File: src/rtl/matrix_loader.sv
`default_nettype none
// ============================================================================
// Module      : matrix_loader
// Description : Loads an m x n (1..5) byte matrix from a valid/ready stream:
//               row count, column count, then elements in row-major order.
// Revision    : 1.0 - initial release
// ============================================================================
module matrix_loader (
    input  logic         clk,
    input  logic         reset,
    input  logic         start,
    input  logic [7:0]   in_data,
    input  logic         in_valid,
    output logic         in_ready,
    output logic [2:0]   m,
    output logic [2:0]   n,
    output logic [199:0] matrix,
    output logic         done,
    output logic         load_error,
    output logic         busy
);

    localparam logic [2:0] S_IDLE     = 3'd0;
    localparam logic [2:0] S_GET_M    = 3'd1;
    localparam logic [2:0] S_GET_N    = 3'd2;
    localparam logic [2:0] S_GET_DATA = 3'd3;
    localparam logic [2:0] S_DONE     = 3'd4;
    localparam logic [2:0] S_ERR      = 3'd5;

    logic [2:0]   state_q, state_d;
    logic [2:0]   m_q, m_d;
    logic [2:0]   n_q, n_d;
    logic [2:0]   row_q, row_d;
    logic [2:0]   col_q, col_d;
    logic [199:0] matrix_q, matrix_d;
    logic         done_q, done_d;
    logic         err_q, err_d;

    logic         w_accept;
    logic         w_dim_legal;
    logic [4:0]   w_slot;
    logic [7:0]   w_bit_off;
    logic         w_last_col;
    logic         w_last_row;

    assign in_ready    = (state_q == S_GET_M) || (state_q == S_GET_N) ||
                         (state_q == S_GET_DATA);
    assign busy        = in_ready;
    assign w_accept    = in_valid && in_ready;
    // Full byte compared so values like 0x0B are rejected despite legal low bits.
    assign w_dim_legal = (in_data >= 8'd1) && (in_data <= 8'd5);
    assign w_slot      = (5'(row_q) * 5'd5) + 5'(col_q);
    assign w_bit_off   = {w_slot, 3'b000};
    assign w_last_col  = (col_q == (n_q - 3'd1));
    assign w_last_row  = (row_q == (m_q - 3'd1));

    always_comb begin
        state_d  = state_q;
        m_d      = m_q;
        n_d      = n_q;
        row_d    = row_q;
        col_d    = col_q;
        matrix_d = matrix_q;
        done_d   = done_q;
        err_d    = err_q;

        case (state_q)
            S_IDLE, S_DONE, S_ERR: begin
                if (start) begin
                    state_d  = S_GET_M;
                    m_d      = 3'd0;
                    n_d      = 3'd0;
                    row_d    = 3'd0;
                    col_d    = 3'd0;
                    matrix_d = '0;
                    done_d   = 1'b0;
                    err_d    = 1'b0;
                end
            end
            S_GET_M: begin
                if (w_accept) begin
                    if (w_dim_legal) begin
                        m_d     = in_data[2:0];
                        state_d = S_GET_N;
                    end else begin
                        err_d   = 1'b1;
                        state_d = S_ERR;
                    end
                end
            end
            S_GET_N: begin
                if (w_accept) begin
                    if (w_dim_legal) begin
                        n_d     = in_data[2:0];
                        row_d   = 3'd0;
                        col_d   = 3'd0;
                        state_d = S_GET_DATA;
                    end else begin
                        err_d   = 1'b1;
                        state_d = S_ERR;
                    end
                end
            end
            S_GET_DATA: begin
                if (w_accept) begin
                    matrix_d[w_bit_off +: 8] = in_data;
                    // Counters are left on the final element so they never pass 4.
                    if (w_last_col && w_last_row) begin
                        state_d = S_DONE;
                        done_d  = 1'b1;
                    end else if (w_last_col) begin
                        col_d = 3'd0;
                        row_d = row_q + 3'd1;
                    end else begin
                        col_d = col_q + 3'd1;
                    end
                end
            end
            default: begin
                state_d = S_IDLE;
            end
        endcase
    end

    always_ff @(posedge clk) begin
        if (reset) begin
            state_q  <= S_IDLE;
            m_q      <= 3'd0;
            n_q      <= 3'd0;
            row_q    <= 3'd0;
            col_q    <= 3'd0;
            matrix_q <= '0;
            done_q   <= 1'b0;
            err_q    <= 1'b0;
        end else begin
            state_q  <= state_d;
            m_q      <= m_d;
            n_q      <= n_d;
            row_q    <= row_d;
            col_q    <= col_d;
            matrix_q <= matrix_d;
            done_q   <= done_d;
            err_q    <= err_d;
        end
    end

    assign m          = m_q;
    assign n          = n_q;
    assign matrix     = matrix_q;
    assign done       = done_q;
    assign load_error = err_q;

endmodule
`default_nettype wire

File: config.mk
export PLATFORM = sky130hd
export DESIGN_NAME = matrix_loader
export DESIGN_NICKNAME = d
export VERILOG_FILES = /design/src/rtl/matrix_loader.sv
export SDC_FILE = /design/constraint.sdc
export NUM_CORES = 1
export LEC_CHECK = 0
export BUFFER_PORTS_ARGS = -buffer_cell sky130_fd_sc_hd__buf_2
export CORE_AREA = 2 2 212 110
export DETAILED_ROUTE_END_ITERATION = 16
export DIE_AREA = 0 0 214 112
export PLACE_DENSITY = 0.65
export SYNTH_ARGS = -nofsm -noshare
export SYNTH_HDL_FRONTEND = slang
export SYNTH_SLANG_ARGS = --single-unit
File: constraint.sdc
create_clock -name clk -period 6.68 [get_ports clk]
set_clock_uncertainty 0.15 [all_clocks]
set_input_delay 0.334 -clock clk [delete_from_list [all_inputs] [get_ports clk]]
set_output_delay 0.334 -clock clk [all_outputs]
set_load 0.02 [all_outputs]
==> results.md <==
- Longest Clk Path Bufs: 3
- Top cells by count, synth: 217 x dfxtp_1, 94 x nor2_1, 87 x nand2_1
- Hold Crit Start: in_valid
- FP Rows: 39
- Clock-pin slew on the worst setup and hold paths: 60 ps
- Yosys warning total: 0
- CP arrival: 4450 ps
- Synth cell types: 71
- Worst Hold End: m[0]
- Post-Synthesis Cells: 1,115
- Setup TNS Final: 0 ps
- # diodes: 0
- Main combinational cell family by area after synthesis: simple AND/OR/NAND/NOR gates
- Critical Path Start Type: register
- Worst EP required: 6970 ps
- I/O pin cnt: 222
- Post CTS Setup Buffer Count: 0
- Die Span Y: 112 um
- Critical R2R Capture: matrix[151]
- Sequential area share after synthesis: 44.5%
- DR DRC count: 0
- Max Clock Freq: 240 MHz
- CTS sink cnt: 217
- Total power: 0.00288 W
- Post-DP HPWL: 23,400 um
- Worst min-delay path class: input port to register
- Max Slew Vio Count: 0
- Lkg Pwr: 4.65 nW
- Post-DP Area: 11,000 um^2
- Most common cell in the netlist: dfxtp_1
- Worst R2R Start: row_q[2]
- Seq cells post-synth: 217
- Dpl ws: 2630 ps
- Least-Margin Pin Slew: 1200 ps
- Die ar.: 24,000 um^2
- Cell type with the largest total area after synthesis: dfxtp_1
- CTS H-tree depth: 1
- Share of cells above drive strength 1: 22.7%
- Hold-fix buffers, CTS: 0
- Post-synth ARST share: 0%
- Period utilization: 62.3%
- Compound-Gate Fraction of Synth Area: 22.2%
- Final WS setup: 2520 ps
- Power per cell area: 248 nW/um^2
- Slew headroom: 20.1%
- Hold path cells: 3
- Synth top area share: 44.5%
- Antenna violations before repair: 0
- Final Hold Viols: 0
- GRT overflow: 0
- Largest net degree at the start of global routing: 118
- Status: finished, final reports clean
- Final Critical Period: 4160 ps
- Initial Util: 44.0%
- Core Region: 22,200 um^2
- Simple-gate share of the synthesized area: 23.6%
- Post-synth EDFFs: 0
- Synth top area cells: dfxtp_1 45%, nand3_1 4.2%, nor2_1 3.6%
- Post-Synth XOR/XNOR Area: 1.63%
- RSZ-0062 raised after global routing: no
- Vias in the first global route: 8,935
- Vias/cell: 6.10
- Post-route cell area: 11,600 um^2
- Reg2reg path depth: 9
- Placer Congestion: 0.924
- Total number of vias: 9,725
- Root Driver: clkbuf_16
- Final nets: 1,304
- Mapped cell area: 9760 um^2
- Resized cells post-CTS: 0
- Adder-cell share of the synthesized area: 1.97%
- Ys flop type: dfxtp_1
- Routed wire length: 34,600 um
- First-pass GRT wire length: 53,100 um
- PortBufs: 221
- DR iter-0 viols: 1,205
- Area Overhead vs Synth: 18.9%
- Final ANT Viol Nets: 0
- Mean Syn Cell Area: 8.75 um^2
- CP max FO: 32
- Max-Cap Viols: 0
- Routed WL per cell: 21.7 um
- Drt pass-1 iters: 5
- Endpoint type of the worst setup path: register
- Die width: 214 um
- Setup Viol. Count Final: 0
- CTS tree: done
- R2R Setup Slk: 2520 ps
- Maximum vdd drop: 0.149 mV
- CTS buffer count: 21
- GRT Total Usage: 27.9%
- Final Hold Slack: 43.6 ps
- Portion of netlist area occupied by mux cells: 0.205%
- CP Class: register to register
- Clk Latency, worst-skew pair: 520 ps
- Mapped Nets: 1,141
## final cells by class
class	count	area, um^2
Multi-Input combinational cell	760	4870
Clock buffer	31	593
Clock inverter	2	38.8
Fill cell	2120	10600
Sequential cell	217	4340
Tap cell	307	384
Timing Repair Buffer	235	1220
Inverter	43	161
## flip-flops by register name, summed over array words and instances, names as in the netlist
register    count
col_q           3
done            1
load_error      1
m               3
matrix        200
n               3
row_q           3
state_q         3
## where the power goes
part	switching [W]	leakage (nW)	internal, W
sequential	0.0000112	1.75	0.00130
clock	0.000504	0.307	0.000649
combinational	0.000337	2.60	0.0000817
total	0.000852	4.65	0.00203
## metal layers
layer,part of all wire (%),global-route usage (%)
met1,49,43.5
met2,39,37.6
met3,11,8.44
met4,1.2,4.48
met5,0,0
## worst max-delay path by stage
stage / startpoint / endpoint / slack (ps) / depth (start not counted)
floorplan: row_q[2] / matrix[142] / 3460 / 11
global placement: row_q[2] / matrix[187] / 2740 / 10
detailed placement: row_q[2] / matrix[163] / 2630 / 9
CTS: row_q[2] / matrix[151] / 2620 / 9
global route: row_q[0] / matrix[167] / 2240 / 9
finish: row_q[2] / matrix[151] / 2520 / 9
## kinds of logic after synthesis
kind of cell | count (synthesis)
simple gates | 434
compound gates | 296
flops | 217
buf+inv | 138
fa+ha+maj | 15
xor+xnor | 13
mux | 2
## layout by cell type, fill, tap and decap left out, types with 21 or more instances in the layout
cell type	synthesis	final
a21oi_1	63	62
a22oi_1	28	28
a32oi_1	28	28
buf_2	20	220
clkbuf_16	0	21
dfxtp_1	217	217
inv_1	43	43
nand2_1	87	87
nand3_1	82	82
nand3b_1	32	32
nand4_1	54	54
nor2_1	94	94
o21ai_0	45	45
o32ai_1	33	32
## worst max-delay path: stages (launching register included)
cell and delay (ps):
dfxtp_1 470, ha_1 290, ha_1 310, fa_1 590, nor2b_1 410, nand2_1 210, nor3_1 310, a21o_1 980
nand3_1 180, a21oi_1 200
## through the flow
step | utilization (%) | cells
after floorplan | - | 1115
after global placement | 49.4 | 1562
after detailed placement | 49.4 | 1562
after CTS | 52.3 | 1595
after global routing | 52.3 | 1595
final | 52.3 | 1595
Note: power is estimated with default switching activity, not from simulation.
